===== src/rtl/fir_approx_pkg.sv =====
// Shared constants and helpers for the shift-coefficient approximate FIR.
package fir_approx_pkg;

  localparam int SHIFT_W  = 4;
  // Upper bound on TAPS supported by the shift-extract helper.
  localparam int MAX_TAPS = 32;
  localparam int EXT_W    = SHIFT_W * MAX_TAPS;

  // Tap 0 (newest sample) lives in the low nibble: shifts 5,4,3,2,1.
  localparam logic [SHIFT_W*5-1:0] DEFAULT_SHIFTS = {4'd1, 4'd2, 4'd3, 4'd4, 4'd5};

  // Pull tap i's shift amount out of a (zero-extended) packed shift vector.
  function automatic int get_shift(input logic [EXT_W-1:0] shifts, input int i);
    return int'(shifts[SHIFT_W*i +: SHIFT_W]);
  endfunction

endpackage


===== src/rtl/fir_approx_param_adder.sv =====
// WIDTH-bit adder whose low APPROX_K carries can be cut to generate-only.
module lsb_approx_adder #(
  parameter int WIDTH    = 16,
  parameter int APPROX_K = 6
) (
  input  logic [WIDTH-1:0] a,
  input  logic [WIDTH-1:0] b,
  input  logic             approx_en,
  output logic [WIDTH-1:0] sum
);

  logic [WIDTH-1:0] p, g, c;

  // Ripple carry; in approximate mode carries into bits 1..APPROX_K ignore propagate.
  always_comb begin
    p = a ^ b;
    g = a & b;
    c = '0;
    for (int i = 1; i < WIDTH; i++) begin
      if (approx_en && (i <= APPROX_K)) c[i] = g[i-1];
      else                              c[i] = g[i-1] | (p[i-1] & c[i-1]);
    end
    sum = p ^ c;
  end

endmodule


===== src/rtl/fir_approx_param.sv =====
// Unsigned direct-form FIR with power-of-two shift taps, LSB-approximate
// accumulation chain, registered output and window-fill tracking.
module fir_approx_param
  import fir_approx_pkg::*;
#(
  parameter int                       WIDTH    = 16,
  parameter int                       TAPS     = 5,
  parameter int                       APPROX_K = 6,
  parameter logic [SHIFT_W*TAPS-1:0]  SHIFTS   = DEFAULT_SHIFTS
) (
  input  logic             clk,
  input  logic             rst,
  input  logic             in_valid,
  input  logic [WIDTH-1:0] in_data,
  input  logic             approx_en,
  output logic             out_valid,
  output logic [WIDTH-1:0] out_data,
  output logic             out_primed
);

  localparam int                 CNT_W      = $clog2(TAPS + 1);
  localparam logic [EXT_W-1:0]   SHIFTS_EXT = EXT_W'(SHIFTS);
  localparam logic [CNT_W-1:0]   FULL_CNT   = CNT_W'(TAPS);
  localparam logic [CNT_W-1:0]   PRIME_CNT  = CNT_W'(TAPS - 1);

  logic [TAPS-2:0][WIDTH-1:0] dline;
  logic [TAPS-1:0][WIDTH-1:0] term;
  logic [WIDTH-1:0]           acc [TAPS];
  logic [CNT_W-1:0]           fill_cnt;

  // Per-tap shift term and one chained adder per tap after the first;
  // the chain order is fixed since approximation error depends on it.
  for (genvar i = 0; i < TAPS; i++) begin : g_tap
    localparam int SH = get_shift(SHIFTS_EXT, i);
    if (i == 0) begin : g_head
      assign term[i] = in_data >> SH;
      assign acc[0]  = term[0];
    end else begin : g_add
      assign term[i] = dline[i-1] >> SH;
      lsb_approx_adder #(.WIDTH(WIDTH), .APPROX_K(APPROX_K)) u_add (
        .a         (acc[i-1]),
        .b         (term[i]),
        .approx_en (approx_en),
        .sum       (acc[i])
      );
    end
  end

  // Accept a sample: register the result, advance the delay line and fill count.
  always_ff @(posedge clk) begin
    if (!rst) begin
      dline      <= '0;
      fill_cnt   <= '0;
      out_valid  <= 1'b0;
      out_data   <= '0;
      out_primed <= 1'b0;
    end else if (in_valid) begin
      out_valid  <= 1'b1;
      out_data   <= acc[TAPS-1];
      out_primed <= (fill_cnt >= PRIME_CNT);
      dline[0]   <= in_data;
      for (int i = 1; i < TAPS - 1; i++) dline[i] <= dline[i-1];
      if (fill_cnt < FULL_CNT) fill_cnt <= fill_cnt + CNT_W'(1);
    end else begin
      out_valid  <= 1'b0;
    end
  end

endmodule

===== config.mk =====
export PLATFORM = sky130hd
export DESIGN_NAME = fir_approx_param
export DESIGN_NICKNAME = d
export VERILOG_FILES = /design/src/rtl/fir_approx_pkg.sv /design/src/rtl/fir_approx_param_adder.sv /design/src/rtl/fir_approx_param.sv
export SDC_FILE = /design/constraint.sdc
export NUM_CORES = 1
export LEC_CHECK = 0
export CAP_MARGIN = 5
export CORE_MARGIN = 3
export CORE_UTILIZATION = 29
export DETAILED_ROUTE_END_ITERATION = 12
export PLACE_DENSITY_LB_ADDON = 0.08
export SKIP_LAST_GASP = 1
export SLEW_MARGIN = 20
export SYNTH_ARGS = -nofsm -noshare
export SYNTH_HDL_FRONTEND = slang
export SYNTH_SLANG_ARGS = --single-unit

===== constraint.sdc =====
create_clock -name clk -period 13.31 [get_ports clk]
set_clock_uncertainty 0.15 [all_clocks]
set_input_delay 2.662 -clock clk [delete_from_list [all_inputs] [get_ports clk]]
set_output_delay 2.662 -clock clk [all_outputs]
set_load 0.01 [all_outputs]

Word-level counts from Yosys, hierarchy flattened

Cells that the tools add are included.

Register bits: 85
Bits in latches: 0
RAM bits: 0
Bits in read-only memories: 0
Input bits: 20
Memories kept: 0

$add $sub $neg: 1
$mul: 0
Divide/modulo/power cells: 0
Order comparisons: 2
Equal/unequal tests: 0
Shift-type cells: 0
Muxes and demuxes: 21
Bitwise operators: 124
Reductions and logical operators: 1

Operator list:

| kind                                                          | number |
|---|---|
| 1-bit bitwise AND                                             | 53 |
| 1-bit OR                                                      | 53 |
| 16-bit bitwise XOR                                            | 3 |
| 1-bit 2-to-1 mux                                              | 21 |
| 12-bit by 16-bit bitwise XOR with 16-bit output               | 1 |
| 16-bit by 13-bit bitwise XOR with 16-bit output               | 1 |
| 16-bit by 14-bit bitwise XOR with 16-bit output               | 1 |
| 16-bit by 15-bit bitwise XOR with 16-bit output               | 1 |
| 15-bit by 13-bit bitwise AND with 15-bit output               | 1 |
| 15-bit by 14-bit bitwise AND with 15-bit output               | 1 |
| 15-bit bitwise AND                                            | 1 |
| 11-bit by 12-bit bitwise AND with 12-bit output               | 1 |
| 11-bit by 12-bit bitwise XOR with 12-bit output               | 1 |
| 3-bit by 1-bit adder with 3-bit output, second input constant | 1 |
| 1-bit bitwise AND, first input constant                       | 3 |
| 3-bit >= comparator, second input constant                    | 1 |
| 3-bit less-than comparator, second input constant             | 1 |
| 1-bit OR, first input constant                                | 3 |
| 2-bit AND reduction                                           | 1 |

Longest topological paths before layout

Gate-level depths: netlist (run 1).

Word-level depth: 140
Gate-level depth with buffers: 34
Gate-level depth less buffers: 34

Cells and area by module

A second synthesis (run 1) with hierarchy kept.

Cell total of the unflattened synthesis: 374
Area total of the unflattened synthesis: 4,884.7 um^2

Modules (own cells, without submodules):

| module           | times used | cells an instance | area each (um^2) |
|---|---|---|---|
| fir_approx_param | 1          | 270               | 3,143.0 |
| lsb_approx_adder | 4          | 26                | 435.4 |

Worst setup path after synthesis (run 1)

OpenSTA, ideal clock, no wires.

Path kind: input port to flip-flop
From: in in_data[5]
To: reg out_data[14]
Data arrival time: 11,104 ps
Data required time: 13,044 ps
Path slack: 1,940 ps
Cell stages on the path: 28
Buffers on the path: 0
Path through: ha_1 -> fa_1 -> inv_1 -> fa_1 -> o21ai_0 -> fa_1 -> fa_1 -> mux2_2 -> fa_1 -> mux2_2 -> fa_1 -> mux2_2 -> fa_1 -> mux2_2 -> fa_1 -> inv_1 -> fa_1 -> fa_1 -> fa_1 -> fa_1 -> fa_1 -> fa_1 -> fa_1 -> fa_1 -> inv_1 -> fa_1 -> mux2i_1 -> nor2b_1

RTL lines:

| item                   | RTL line               | text |
|---|---|---|
| start: declaration     | fir_approx_param.sv:14 | `input logic [WIDTH-1:0] in_data,` |
| end signal: assignment | fir_approx_param.sv:59 | `out_data <= acc[TAPS-1];` |
| end: declaration       | fir_approx_param.sv:17 | `output logic [WIDTH-1:0] out_data,` |

==> impl_metrics.env, run 1 <==
export IMPL_outcome="complete, no violations"
export IMPL_grtUsageTotal=0.103
export IMPL_num_rows=46
export IMPL_path_class="primary input to flop"
export IMPL_cp_max_fo=2
export IMPL_wire_per_inst_um=12.2
export IMPL_die_w_um=136
export IMPL_start_util=0.302
export IMPL_switching_power_w=0.000166
export IMPL_syn_avg_cell_area_um2=11.0
export IMPL_yosysWarningCount=0
export IMPL_final_cells=694
export IMPL_path_clk_slew_ns=0.06
export IMPL_period_needed_ns=11.72
export IMPL_peakVddDrop_mv=0.0698
export IMPL_top_usage_layer="met1"
export IMPL_die_area_um2=18400
export IMPL_p_seq_frac=0.390
export IMPL_synth_nets=542
export IMPL_slew_headroom=0.432
export IMPL_dp_cells=678
export IMPL_drive_gt1_frac=0.0607
export IMPL_ioPinCount=38
export IMPL_cp_required_ns=13.39
export IMPL_grt_pass1_wl_mm=15.0
export IMPL_io_buffers=36
export IMPL_hp_class="flop to flop"
export IMPL_antenna_cells=0
export IMPL_setup_viol_count_final=0
export IMPL_power_frac_comb=0.159
export IMPL_synth_edff_count=0
export IMPL_synthFlopType="dfxtp_1"
export IMPL_cts_made_buffers=9
export IMPL_holdBufCountCts=0
export IMPL_die_h_um=136
export IMPL_cts_tree="yes"
export IMPL_hold_depth=1
export IMPL_routed_wl_mm=8.50
export IMPL_drc=0
export IMPL_first_global_vias=2925
export IMPL_netlist_area_um2=4880
export IMPL_cts_sinks=81
export IMPL_gr_total_overflow=0
export IMPL_drv_slew=0
export IMPL_fmax_mhz=85.3
export IMPL_antenna_found_initial=0
export IMPL_reg2reg_depth=28
export IMPL_grt_max_degree=82
export IMPL_place_hpwl_mm=5.83
export IMPL_gp_congestion=0.645
export IMPL_htreeDepth=3
export IMPL_drt_iter0_drc=94
export IMPL_ant_nets=0
export IMPL_via_per_inst=4.09
export IMPL_slowest_delay_ns=0.50
export IMPL_cp_end_kind="flop"
export IMPL_critPathArrivalTime_ns=11.81
export IMPL_p_sw_frac=0.248
export IMPL_vias=2839
export IMPL_synth_seq_cells=81
export IMPL_grt_use_met2=0.140
export IMPL_use_met3=0.0178
export IMPL_clock_power_share=0.450
export IMPL_ys_seq_area_frac=0.332
export IMPL_start_kind="primary input"
export IMPL_crit_top_cell="fa_1"
export IMPL_area_growth_pct=17.3
export IMPL_nNetsFinal=569
export IMPL_coreArea_um2=16200
export IMPL_p_int_w=0.000503
export IMPL_cts_buffer_depth=2
export IMPL_cellLeakagePower_nw=2.61
export IMPL_cpMaxStageDelayCell="fa_1"
export IMPL_insertion_delay_ns=0.34
export IMPL_cts_resized=0
export IMPL_synth_distinct_cells=20
export IMPL_async_reset_ff_frac=0
export IMPL_finalHoldViolations=0
export IMPL_syn_inst=446
export IMPL_use_met1=0.155
export IMPL_rsz0062_at_grt="false"
export IMPL_worstMarginPinSlew_ns=0.852
export IMPL_max_cap_violations=0
export IMPL_powerDensity_nw_per_um2=117
export IMPL_root_buffer="clkbuf_16"
export IMPL_dr_pass1_iters=4
export IMPL_fin_crit_sh=0.881
export IMPL_postCtsSetupBuffers=0
export IMPL_tns_ns=0
state kept, by name (all words and copies together) (netlist names):
signal	cells
out_primed	1
out_valid	1
out_data	16
dline	60
fill_cnt	3
power groups by stage:
stage | registers (W) | logic [W] | clock network (W)
final | 0.000261 | 0.000107 | 0.000301
after global routing | 0.000263 | 0.000124 | 0.000323
after CTS | 0.000262 | 0.000111 | 0.000315
after detailed placement | 0.000267 | 0.000111 | 0
after global placement | 0.000267 | 0.000110 | 0
after floorplan | 0.000267 | 0.0000756 | 0
Yosys cell counts, types with 4 or more instances:
library cell   n  area share
clkbuf_1       8      0.0061
buf_6          8       0.018
mux2_2         8       0.018
nor2b_1       65       0.083
dfxtp_1       81        0.33
ha_1          27       0.069
o211a_1       13       0.027
fa_1          49        0.20
o21ai_0        4      0.0041
mux2i_1       72        0.15
nand2_1       17       0.013
buf_4          4      0.0061
inv_1         76       0.058
final timing paths:
kind,from,slack (ns),to
worst max-delay path,in_data[5],1.59,out_data[14]
worst min-delay path,out_data[11],0.33,out_data[11]
worst max register to register,dline[4],4.04,out_data[14]
worst min register to register,out_data[11],0.33,out_data[11]
critical path: cells and delay by family:
family,cells,cell delay (ns)
fa+ha+maj,18,7.06
mux,5,1.24
buf+inv,4,0.61
compound gates,1,0.20
simple gates,1,0.06
metrics by stage:
stage | utilization | setup WS [ns] | power (W) | hold WS (ns) | area [um2]
after floorplan | - | 1.94 | 0.000343 | 0.332 | 4880
after global placement | 0.332 | 1.16 | 0.000377 | 0.314 | 5370
after detailed placement | 0.332 | 1.15 | 0.000378 | 0.319 | 5370
after CTS | 0.354 | 1.51 | 0.000688 | 0.335 | 5730
after global routing | 0.354 | 1.23 | 0.000710 | 0.349 | 5730
final | 0.354 | 1.59 | 0.000669 | 0.330 | 5730
logic make-up after synthesis:
group / Yosys count / synth area share
buffers and inverters: 99 / 0.0922
AND/OR/NAND/NOR: 88 / 0.102
flip-flops: 81 / 0.332
multiplexers: 80 / 0.166
adder cells (fa/ha/maj): 76 / 0.270
AO/OA/AOI/OAI: 22 / 0.0374
metal layers:
layer	vias up	wire length [um]
met4	0	185
met5	-	0
met1	1348	4640
li1	1441	-
met2	39	3410
met3	11	264
layout by cell type, fill, tap and decap left out:
master	instances
bufinv_16	3
clkinvlp_4	1
clkbuf_8	3
nor2_1	3
nand2b_1	1
a21oi_1	3
buf_2	1
inv_1	76
and2_1	2
dfxtp_1	81
buf_4	4
clkdlybuf4s50_1	34
fa_1	49
nor2b_1	65
mux2_2	8
nand2_1	17
ha_1	27
clkbuf_16	9
mux2i_1	72
o211a_1	13
a41oi_1	1
o21ai_0	4
a32oi_1	1
final cells by class:
| class | instances | area [um2] |
|---|---|---|
| tap | 216 | 270 |
| sequential | 81 | 1620 |
| timing repair buffer | 39 | 375 |
| clock buffer | 12 | 267 |
| clock inverter | 4 | 97.6 |
| fill | 1623 | 10400 |
| multi-input combinational | 266 | 2810 |
| inverter | 76 | 285 |
(Power assumes the default switching activity.)
==> inputs of run 2 (changes only) <==
--- a/config.mk
+++ b/config.mk
@@ -9,6 +9,7 @@
 export CORE_MARGIN = 3
 export CORE_UTILIZATION = 29
 export DETAILED_ROUTE_END_ITERATION = 12
+export GPL_TIMING_DRIVEN = 0
 export PLACE_DENSITY_LB_ADDON = 0.08
 export SKIP_LAST_GASP = 1
 export SLEW_MARGIN = 20
==> run 2 against run 1 <==
Effect of this change: combinational power up 7%; register-to-register slack worse by 0.09 ns; sequential power about the same; cell count up 2.4%; critical path depth unchanged; power down 1.7%; clock power down 6%; cell area up 1.7%; worst hold slack worse by 0.0012 ns; non-clock buffer count up 17; sequential cell count unchanged; maximum frequency down 0.86%; critical endpoint unchanged; highest routed layer unchanged.
==> impl_metrics.env, run 2 (same netlist as run 1, synthesis figures left out) <==
export IMPL_wire_per_inst_um=13.4
export IMPL_drc=0
export IMPL_cp_max_fo=2
export IMPL_mostFrequentLayoutCells="dfxtp_1, inv_1, mux2i_1"
export IMPL_insertion_delay_ns=0.34
export IMPL_hp_class="flop to flop"
export IMPL_peakVddDrop_mv=0.0567
export IMPL_cp_required_ns=13.40
export IMPL_start_kind="primary input"
export IMPL_drt_iter0_drc=90
export IMPL_fin_util=0.360
export IMPL_routed_top_layer="met4"
export IMPL_rsz0062_at_grt="false"
export IMPL_dr_pass1_iters=4
export IMPL_num_rows=46
export IMPL_dr_wl_met3_um=231
export IMPL_critPathArrivalTime_ns=11.91
export IMPL_fillers=1653
export IMPL_io_buffers=33
export IMPL_via_per_inst=4.08
export IMPL_die_area_um2=18400
export IMPL_cp_end_kind="flop"
export IMPL_antenna_cells=0
export IMPL_holdBufCountCts=0
export IMPL_slew_headroom=0.660
export IMPL_path_buf_inv=4
export IMPL_powerDensity_nw_per_um2=113
export IMPL_cts_buffer_depth=2
export IMPL_path_clk_slew_ns=0.06
export IMPL_critical_path_top_delay_family="adder cells"
export IMPL_cts_sinks=81
export IMPL_cpMaxStageDelayCell="fa_1"
export IMPL_fmax_mhz=84.6
export IMPL_fin_crit_sh=0.888
export IMPL_grt_max_degree=14
export IMPL_drt_met1_wl_mm=5.17
export IMPL_htreeDepth=3
export IMPL_coreArea_um2=16200
export IMPL_final_common_cell="dfxtp_1"
export IMPL_first_global_vias=3047
export IMPL_grt_pass1_wl_mm=16.4
export IMPL_largest_reg_flops=60
export IMPL_max_cap_violations=0
export IMPL_top_register="dline"
export IMPL_cts_made_buffers=9
export IMPL_routed_wl_mm=9.54
export IMPL_postCtsSetupBuffers=0
export IMPL_outcome="complete, no violations"
export IMPL_finalHoldViolations=0
export IMPL_die_w_um=136
export IMPL_tns_ns=0
export IMPL_gp_congestion=0.699
export IMPL_cts_tree="yes"
export IMPL_vias=2904
export IMPL_reg_top3="dline: 60 flops, out_data: 16 flops, fill_cnt: 3 flops"
export IMPL_fin_area_um2=5830
export IMPL_nNetsFinal=586
export IMPL_gr_total_overflow=0
export IMPL_drv_slew=0
export IMPL_start_util=0.302
export IMPL_place_area_um2=5490
export IMPL_antenna_found_initial=0
export IMPL_crit_top_cell="fa_1"
export IMPL_die_h_um=136
export IMPL_area_growth_pct=19.3
export IMPL_place_hpwl_mm=7.58
export IMPL_slowest_delay_ns=0.51
export IMPL_path_class="primary input to flop"
export IMPL_drive_gt1_frac=0.0788
export IMPL_ioPinCount=38
export IMPL_period_needed_ns=11.82
export IMPL_cts_resized=0
export IMPL_ant_nets=0
export IMPL_met2_length_mm=3.92
export IMPL_cellLeakagePower_nw=2.66
export IMPL_setup_viol_count_final=0
export IMPL_worstMarginPinSlew_ns=0.511
export IMPL_grtUsageTotal=0.116
export IMPL_root_buffer="clkbuf_16"
## run 2: changes by cell type in the layout (fill, tap and decap cells not counted)
cell,previous run,this run
buf_2,1,3
buf_6,0,8
bufinv_16,3,2
clkbuf_1,0,8
clkdlybuf4s50_1,34,33
clkinv_2,0,1
clkinv_4,0,1
clkinvlp_4,1,0
## run 2: stage by stage
| step | hold slack (ns) | power, W | instances | setup slack (ns) |
|---|---|---|---|---|
| 6_report | 0.329 | 0.000658 | 711 | 1.49 |
| 5_1_grt | 0.346 | 0.000700 | 711 | 1.18 |
| 4_1_cts | 0.333 | 0.000675 | 711 | 1.43 |
| 3_5_place_dp | 0.318 | 0.000385 | 695 | 1.08 |
| 3_3_place_gp | 0.311 | 0.000385 | 695 | 1.11 |
| 2_1_floorplan | 0.332 | 0.000343 | 446 | 1.94 |
## run 2: worst reg2reg max path, delay by kind of cell (launching register included)
kind	cells	cell delay [ns]
adders and majority gates	18	7.07
buffers and inverters	3	0.20
muxes	5	1.27
DFF	1	0.32
and+or+nand+nor	1	0.06
AOI/OAI and AO/OA	1	0.19
## run 2: where the power goes
part	total, W	switching, W	internal, W
combinational	0.000114	0.0000593	0.0000551
clock	0.000282	0.000102	0.000180
sequential	0.000262	0.00000839	0.000253
## run 2: final cells by class
cell class | count | area, um2 | area share
multi-input combinational | 266 | 2810 | 0.483
sequential | 81 | 1620 | 0.278
timing repair buffer | 33 | 330 | 0.0567
inverter | 76 | 285 | 0.0490
tap | 216 | 270 | 0.0464
clock buffer | 12 | 267 | 0.0457
buffer | 23 | 165 | 0.0284
clock inverter | 4 | 73.8 | 0.0127
## run 2: routing by layer
metal,track usage,vias up
met5,0,-
met4,0.0554,0
met3,0.0189,12
met2,0.164,38
met1,0.170,1377
li1,-,1477
## run 2: worst paths after layout
check | cells past startpoint | slack (ns) | end | start
setup / recovery | 29 | 1.49 | out_data[14] | in_data[5]
hold / removal | 1 | 0.33 | out_data[10] | out_data[10]
setup reg to reg | 28 | 3.95 | out_data[14] | dline[4]
hold reg to reg | 1 | 0.33 | out_data[10] | out_data[10]
